`src/rtl/rst_seq_ctrl.sv`:
```
// rst_seq_ctrl: reset sequencer placed in front of the design top.
// It takes one board-level async reset and a software soft-reset request.
// It drives NUM_STAGES reset outputs that assert together and release one
// at a time, stage 0 first. It also reports status and counts soft resets.
//
// Ports:
//   i_clk           clock
//   i_async_rst     asynchronous reset, active-high
//   i_soft_rst_req  soft-reset request (level); only sampled in RUN
//   o_sync_rst      staged resets, active-high, release synchronous to i_clk
//   o_busy          1 whenever the sequencer is not in RUN
//   o_all_released  1 in RUN, when every o_sync_rst bit is low
//   o_soft_rst_cnt  number of accepted soft resets, saturating
module rst_seq_ctrl #(
    parameter int NUM_STAGES       = 2,
    parameter int SYNC_FF_STAGES   = 2,
    parameter int RST_HOLD_CYCLES  = 2,
    parameter int STAGE_GAP_CYCLES = 4,
    parameter int SOFT_HOLD_CYCLES = 8,
    parameter int CNT_W            = 8
) (
    input  logic                  i_clk,
    input  logic                  i_async_rst,
    input  logic                  i_soft_rst_req,
    output logic [NUM_STAGES-1:0] o_sync_rst,
    output logic                  o_busy,
    output logic                  o_all_released,
    output logic [CNT_W-1:0]      o_soft_rst_cnt
);

    localparam int MAX_A = (RST_HOLD_CYCLES > STAGE_GAP_CYCLES) ?
                           RST_HOLD_CYCLES : STAGE_GAP_CYCLES;
    localparam int MAX_T = (MAX_A > SOFT_HOLD_CYCLES) ?
                           MAX_A : SOFT_HOLD_CYCLES;
    localparam int TW    = $clog2(MAX_T + 1);
    localparam int SW    = SYNC_FF_STAGES - 1;

    localparam logic [TW-1:0] HOLD_LAST = TW'(RST_HOLD_CYCLES - 1);
    localparam logic [TW-1:0] GAP_LAST  = TW'(STAGE_GAP_CYCLES - 1);
    localparam logic [TW-1:0] SOFT_LAST = TW'(SOFT_HOLD_CYCLES - 1);

    typedef enum logic [2:0] {
        S_SYNC,
        S_HOLD,
        S_RELEASE,
        S_RUN,
        S_SOFT_HOLD
    } state_t;

    // The release synchronizer is SYNC_FF_STAGES deep. The first
    // SYNC_FF_STAGES-1 flops form the chain below. The state register acts
    // as the final stage: it leaves SYNC on the same edge on which a
    // standalone chain output would go low.
    logic [SW-1:0]         r_sync;
    logic                  w_sync_rel;

    state_t                r_state;
    logic [TW-1:0]         r_tmr;
    logic [TW-1:0]         w_tmr_last;
    logic [NUM_STAGES-1:0] r_rst;
    logic [NUM_STAGES-1:0] w_rst_next;
    logic                  w_last_drop;
    logic                  r_busy;
    logic                  r_all;
    logic [CNT_W-1:0]      r_cnt;

    always_ff @(posedge i_clk or posedge i_async_rst) begin
        if (i_async_rst) begin
            r_sync <= '1;
        end else begin
            r_sync <= r_sync << 1;
        end
    end

    assign w_sync_rel = ~r_sync[SW-1];

    // Stages release in order from bit 0 upward. Shifting a zero in at
    // the LSB drops the next stage, and once the vector is all zero the
    // last stage has gone.
    assign w_rst_next  = r_rst << 1;
    assign w_last_drop = (w_rst_next == '0);

    always_comb begin
        w_tmr_last = GAP_LAST;
        case (r_state)
            S_HOLD:      w_tmr_last = HOLD_LAST;
            S_SOFT_HOLD: w_tmr_last = SOFT_LAST;
            default:     w_tmr_last = GAP_LAST;
        endcase
    end

    always_ff @(posedge i_clk or posedge i_async_rst) begin
        if (i_async_rst) begin
            r_state <= S_SYNC;
            r_tmr   <= '0;
            r_rst   <= '1;
            r_busy  <= 1'b1;
            r_all   <= 1'b0;
            r_cnt   <= '0;
        end else begin
            case (r_state)
                S_SYNC: begin
                    if (w_sync_rel) begin
                        r_state <= S_HOLD;
                        r_tmr   <= '0;
                    end
                end
                S_HOLD, S_RELEASE, S_SOFT_HOLD: begin
                    if (r_tmr == w_tmr_last) begin
                        r_rst <= w_rst_next;
                        r_tmr <= '0;
                        if (w_last_drop) begin
                            r_state <= S_RUN;
                            r_busy  <= 1'b0;
                            r_all   <= 1'b1;
                        end else begin
                            r_state <= S_RELEASE;
                        end
                    end else begin
                        r_tmr <= r_tmr + TW'(1);
                    end
                end
                S_RUN: begin
                    if (i_soft_rst_req) begin
                        r_rst   <= '1;
                        r_tmr   <= '0;
                        r_state <= S_SOFT_HOLD;
                        r_busy  <= 1'b1;
                        r_all   <= 1'b0;
                        if (r_cnt != '1) begin
                            r_cnt <= r_cnt + CNT_W'(1);
                        end
                    end
                end
                default: begin
                    r_state <= S_SYNC;
                end
            endcase
        end
    end

    assign o_sync_rst     = r_rst;
    assign o_busy         = r_busy;
    assign o_all_released = r_all;
    assign o_soft_rst_cnt = r_cnt;

endmodule

```
`config.mk`:
```
export PLATFORM = sky130hd
export DESIGN_NAME = rst_seq_ctrl
export DESIGN_NICKNAME = d
export VERILOG_FILES = /design/src/rtl/rst_seq_ctrl.sv
export SDC_FILE = /design/constraint.sdc
export NUM_CORES = 1
export LEC_CHECK = 0
export BUFFER_PORTS_ARGS = -buffer_cell sky130_fd_sc_hd__buf_2
export CORE_MARGIN = 5
export CORE_UTILIZATION = 32
export DETAILED_ROUTE_END_ITERATION = 6
export SLEW_MARGIN = 10
export SYNTH_ARGS = -nofsm -noshare
export SYNTH_HDL_FRONTEND = slang
export SYNTH_SLANG_ARGS = --single-unit
export TNS_END_PERCENT = 5
```
`constraint.sdc`:
```
create_clock -name i_clk -period 1.74 [get_ports i_clk]
set_clock_uncertainty 0.1 [all_clocks]
set_input_delay 0.261 -clock i_clk [delete_from_list [all_inputs] [get_ports i_clk]]
set_output_delay 0.261 -clock i_clk [all_outputs]
set_load 0.02 [all_outputs]
```
==> impl_metrics.py, run 1 <==
metrics = {
    "setup_path": {
        "startpoint": "r_tmr[0]$_DFFE_PP0P_",
        "crit_path_end_kind": "register",
        "ff2ff_setup_slack_ns": 0.06,
        "reg2regPathDepth": 4,
        "cp_data_required_time_ns": 1.83,
        "reg2reg_to": "r_tmr[1]$_DFFE_PP0P_",
        "worstPathArrival_ns": 1.77,
        "start_kind": "register",
        "critPathMaxFanout": 6,
        "r2r-start": "r_tmr[0]$_DFFE_PP0P_",
        "worstSetupPathType": "reg2reg",
    },
    "global_route": {
        "grt_pass1_wl_um": 4150,
        "grt_max_degree": 21,
        "antenna_found_initial": 0,
        "grt-ovfl-total": 0,
        "grt_pass1_vias": 941,
        "gr-usage-all-layers_pct": 11.4,
    },
    "clocking": {
        "clk_pin_slew_ns": 0.11,
        "cts_root_buffer": "clkbuf_4",
        "cts.sinks": 20,
        "cts_tree": "done",
        "clockBufferDepth": 2,
        "insertion_delay_ns": 0.29,
        "numCtsBuffers": 3,
        "htree_levels": 1,
    },
    "detailed_routing": {
        "first_pass_iters": 4,
        "wl_um": 2440,
        "via_per_inst": 5.06,
        "drt-wirelength-per-cell_um": 13.5,
        "drc": 0,
        "final_antenna_net_count": 0,
        "num_vias": 916,
        "drtIter0Drc": 132,
    },
    "yosys": {
        "synth.area.top_cells": "dfrtp_1, dfstp_2, xnor2_1",
        "ys_seq_elements": 20,
        "avgSynthCellArea_sq_um": 10.4,
        "async_reset_ff_share_pct": 100,
        "synth_nets": 111,
        "yosysTopAreaCell": "dfrtp_1",
        "synthesis.area_sq_um": 1100,
        "ys_seq_area_share_pct": 46.0,
        "synth_enable_flop_cells": 0,
        "yosys.area.top_type_share_pct": 36.4,
        "synthFlopType": "dfrtp_1",
        "yosys_warnings": 0,
        "synthesis.instances": 106,
        "synth.distinct_cells": 45,
    },
    "cells_and_area": {
        "final_common_cell": "buf_2",
        "layout-drive-gt1-share_pct": 36.3,
        "final_cell_mix": "buf_2, dfrtp_1, buf_4, nor2_1, inv_1",
        "insertedDiodeCount": 0,
        "instances_no_fill": 181,
        "final_area_sq_um": 1410,
        "nets": 141,
        "syn_to_final_growth_pct": 27.9,
        "fillCellCount": 331,
    },
    "status": {
        "status": "completed",
    },
    "min_path": {
        "hold_path_class": "in2reg",
        "holdPathStages": 4,
        "hold_start": "i_soft_rst_req",
        "min_to": "r_state[1]$_DFFE_PP0P_",
    },
    "placed_design": {
        "dp.cells": 176,
        "place_ws_ns": 0.00314,
        "gp_congestion": 0.832,
        "portBuffers": 14,
        "post_dp_cell_area_sq_um": 1310,
        "dp_hpwl_um": 1870,
    },
    "power_and_ir_drop": {
        "powerDensity_nw_per_um2": 1770,
        "p_leak_nw": 0.631,
        "peakVddDrop_mv": 0.610,
    },
    "floorplanning": {
        "coreArea_sq_um": 3340,
        "die_w_um": 68.6,
        "die_height_um": 68.6,
        "start_util_pct": 32.9,
        "fp.dieArea_sq_um": 4700,
        "ioPinCount": 15,
        "row_count": 21,
    },
    "job": {
        "cap_violations": 0,
    },
    "timing": {
        "period_needed_ns": 1.68,
        "grt_setup_unrepaired": "true",
        "finalMaxSlewViolations": 0,
        "max_freq_mhz": 595,
        "final_hold_viol_count": 0,
        "timing.final.ws_setup_ns": 0.0592,
        "setup_violations": 0,
        "min_period_over_period_pct": 96.6,
        "hold_ws_ns": 0.327,
    },
}
-- cells in the mapped netlist (3+ instances only) --
library cell	number
dfrtp_1	16
nand2b_1	3
xnor2_1	5
o21ai_0	4
o22ai_1	3
inv_1	6
xor2_1	3
a21oi_1	5
nand2_1	3
dfstp_2	4
a31oi_1	3
nand4_1	3
and3_1	3
nor2_1	8
-- layout make-up --
| class | count | area (sq um) | share of cell area (%) |
|---|---|---|---|
| multi-input combinational | 76 | 598 | 42.6 |
| sequential | 20 | 509 | 36.2 |
| timing repair buffer | 28 | 178 | 12.6 |
| tap | 46 | 57.6 | 4.10 |
| clock buffer | 4 | 36.3 | 2.58 |
| inverter | 7 | 26.3 | 1.87 |
-- sequential cells by signal (all words and copies together), names as in the netlist --
signal          count
o_all_released      1
o_busy              1
o_soft_rst_cnt      8
o_sync_rst          2
r_state             3
r_sync              1
r_tmr               4
-- power breakdown --
group	total, mW	switching, mW	internal (mW)	leakage [nW]
logic	1.37	0.700	0.665	0.364
clock network	0.259	0.132	0.127	0.0210
registers	0.865	0.211	0.655	0.246
total	2.49	1.04	1.45	0.631
-- metrics by stage --
stage | utilization [%] | setup TNS (ns) | power (mW)
final | 42.1 | 0 | 2.49
after floorplan | - | 0 | 1.68
after detailed placement | 39.3 | 0 | 2.10
after global placement | 39.3 | 0 | 2.08
after global routing | 42.1 | -0.0296 | 2.69
after CTS | 40.8 | 0 | 2.38
-- worst max-delay path: stages (launching register included) --
cell and delay, ns:
dfrtp_1 0.51, and4b_1 0.34, o32ai_4 0.14, or2_1 0.26
a22o_1 0.23
-- layer usage --
layer	global-route usage (%)	part of all wire, %
met5	0	0
met4	3.47	0
met3	1.94	3.9
met2	19.4	51
met1	14.6	45
-- cell families (layout without fill, tap and decap cells) --
family | Yosys count | after routing | share of synthesized area, %
DFF | 20 | 20 | 46.0
other | 1 | 1 | 0.341
AOI/OAI and AO/OA | 28 | 28 | 19.5
and+or+nand+nor | 35 | 35 | 19.8
buffers and inverters | 10 | 39 | 3.64
muxes | 2 | 2 | 2.05
xor gates and xnor gates | 8 | 8 | 6.38
adders and majority gates | 2 | 2 | 2.28
-- worst max path at each step --
stage / slack [ns] / endpoint
2_1_floorplan: 0.001 / o_soft_rst_cnt[1]$_DFFE_PP0P_
3_3_place_gp: 0.06 / o_sync_rst[1]$_DFFE_PP1P_
3_5_place_dp: 0.003 / o_sync_rst[1]$_DFFE_PP1P_
4_1_cts: 0.02 / o_sync_rst[1]$_DFFE_PP1P_
5_1_grt: -0.03 / r_tmr[1]$_DFFE_PP0P_
6_report: 0.06 / r_tmr[1]$_DFFE_PP0P_
-- repair_timing --
item / CTS / global route
hold buffers: 1 / 0
resized for setup: 1 / 9
endpoints found under the setup margin: 2 / 7
pin swaps: 0 / 1
setup buffers: 0 / 0
hold endpoints to repair: 16 / 0
(Power assumes the default switching activity.)
==> run 2: changes to the inputs <==
--- a/config.mk
+++ b/config.mk
@@ -9,6 +9,8 @@
 export CORE_MARGIN = 5
 export CORE_UTILIZATION = 32
 export DETAILED_ROUTE_END_ITERATION = 6
+export MAX_ROUTING_LAYER = met4
+export REMOVE_ABC_BUFFERS = 1
 export SLEW_MARGIN = 10
 export SYNTH_ARGS = -nofsm -noshare
 export SYNTH_HDL_FRONTEND = slang
==> impl_metrics.py, run 2 (synthesis results as in run 1) <==
metrics = {
    "status": {
        "status": "completed",
    },
    "detailed_routing": {
        "wl_um": 2420,
        "drtIter0Drc": 40,
        "num_vias": 938,
        "first_pass_iters": 4,
        "met1_length_um": 1060,
        "via_per_inst": 5.13,
        "final_antenna_net_count": 0,
        "wl_met2_um": 1260,
        "dr.max_layer_used": "met4",
        "dr_wl_met3_um": 81,
        "drc": 0,
        "drt-wirelength-per-cell_um": 13.2,
    },
    "timing": {
        "finalMaxSlewViolations": 0,
        "final_hold_viol_count": 0,
        "min_period_over_period_pct": 96.8,
        "grt_setup_unrepaired": "true",
        "period_needed_ns": 1.68,
        "max_freq_mhz": 594,
        "setup_violations": 0,
    },
    "setup_path": {
        "cpPeakStageDelay_ns": 0.42,
        "worstSetupPathType": "reg2reg",
        "cp_data_required_time_ns": 1.86,
        "critPathMaxFanout": 4,
        "start_kind": "register",
        "reg2regPathDepth": 5,
        "worstPathArrival_ns": 1.81,
        "crit_path_end_kind": "register",
        "crit_path_cell_trace": "ha_1 > and3_1 > a211oi_2 > and3_1 > xor2_1",
        "worst_path_max_delay_cell": "dfrtp_1",
        "cp_common_cell": "and3_1",
    },
    "global_route": {
        "grt_max_degree": 21,
        "gr-usage-all-layers_pct": 12.5,
        "grt_pass1_wl_um": 4340,
        "grt_pass1_vias": 966,
        "grt-ovfl-total": 0,
        "antenna_found_initial": 0,
    },
    "cells_and_area": {
        "layout-drive-gt1-share_pct": 37.2,
        "final_cell_mix": "buf_4, buf_2, dfrtp_1, nor2_1, inv_1",
        "multiInputGateArea_sq_um": 577,
        "syn_to_final_growth_pct": 27.3,
        "nets": 143,
        "ff_latch_area_sq_um": 509,
        "largest_reg_flops": 8,
        "insertedDiodeCount": 0,
        "final_common_cell": "buf_4",
        "postLayoutCoreUtil_pct": 41.9,
        "fillCellCount": 328,
        "final_area_sq_um": 1400,
    },
    "power_and_ir_drop": {
        "powerDensity_nw_per_um2": 1720,
        "peakVddDrop_mv": 0.876,
        "p_leak_nw": 0.634,
    },
    "floorplanning": {
        "start_util_pct": 32.9,
        "die_w_um": 68.6,
        "ioPinCount": 15,
        "fp.dieArea_sq_um": 4700,
        "coreArea_sq_um": 3340,
        "die_height_um": 68.6,
        "row_count": 21,
    },
    "placed_design": {
        "portBuffers": 14,
        "gp_congestion": 0.854,
        "dp_hpwl_um": 1870,
        "post_dp_cell_area_sq_um": 1330,
    },
    "clocking": {
        "clk_pin_slew_ns": 0.11,
        "numCtsBuffers": 3,
        "htree_levels": 1,
        "cts_root_buffer": "clkbuf_4",
        "insertion_delay_ns": 0.29,
        "cts_tree": "done",
        "cts.sinks": 20,
        "clockBufferDepth": 2,
    },
    "min_path": {
        "hold_path_class": "in2reg",
        "holdPathStages": 5,
    },
    "job": {
        "cap_violations": 0,
    },
}
-- run 2: changes by cell type in the layout (fill, tap and decap cells not counted), sizes merged --
cell	delta
buf	+2
-- run 2: worst max-delay path, delay by kind of cell (launching register included) --
| kind | cells | cell delay [ns] |
|---|---|---|
| AND/OR/NAND/NOR | 2 | 0.46 |
| flip-flops | 1 | 0.42 |
| adder cells (fa/ha/maj) | 1 | 0.22 |
| AO/OA/AOI/OAI | 1 | 0.26 |
| XOR/XNOR | 1 | 0.15 |
-- run 2: path summary, 6_finish.rpt --
check | start | end | slack (ns)
worst max-delay path | o_soft_rst_cnt[1]$_DFFE_PP0P_ | o_soft_rst_cnt[5]$_DFFE_PP0P_ | 0.06
worst min register to register | o_busy$_DFFE_PP1P_ | o_busy$_DFFE_PP1P_ | 0.40
min in group asynchronous | i_async_rst | r_tmr[2]$_DFFE_PP0P_ | 0.42
worst min-delay path | i_soft_rst_req | r_state[1]$_DFFE_PP0P_ | 0.39
worst max register to register | o_soft_rst_cnt[1]$_DFFE_PP0P_ | o_soft_rst_cnt[5]$_DFFE_PP0P_ | 0.06
max in group asynchronous | i_async_rst | o_sync_rst[0]$_DFFE_PP1P_ | 0.86
-- run 2: final cells by class --
cell class                      instances  share of cell area [%]
Multi-Input combinational cell         76                    41.2
Clock buffer                            4                    2.59
Timing Repair Buffer                   30                    13.8
Tap cell                               46                    4.11
Inverter                                7                    1.88
Sequential cell                        20                    36.4
-- run 2: layer usage --
layer	vias up	track usage, %
met5	-	-
met4	0	5.21
met3	2	0.972
met2	23	21.1
met1	463	15.4
li1	450	-
-- run 2: per-stage QoR --
step,std cells,power (mW),setup TNS (ns),hold WS [ns],worst slack (ns)
floorplan,103,1.65,0,0.122,0.00120
global placement,178,2.11,0,0.199,0.0512
detailed placement,178,2.13,0,0.204,0.0531
global route,183,2.62,-0.0554,0.418,-0.0210
finish,183,2.41,0,0.393,0.0556
CTS,183,2.40,0,0.380,0.0309
-- run 2: power by group --
group / internal [mW] / leakage [nW] / switching (mW)
registers: 0.656 / 0.246 / 0.205
logic: 0.620 / 0.367 / 0.673
clock network: 0.127 / 0.0210 / 0.131
total: 1.40 / 0.634 / 1.01
-- run 2: what timing repair did --
action,CTS,global route
hold buffers,1,0
buffers inserted,0,0
setup endpoints to repair,0,12
endpoints found under the hold margin,16,0
resized for setup,0,8
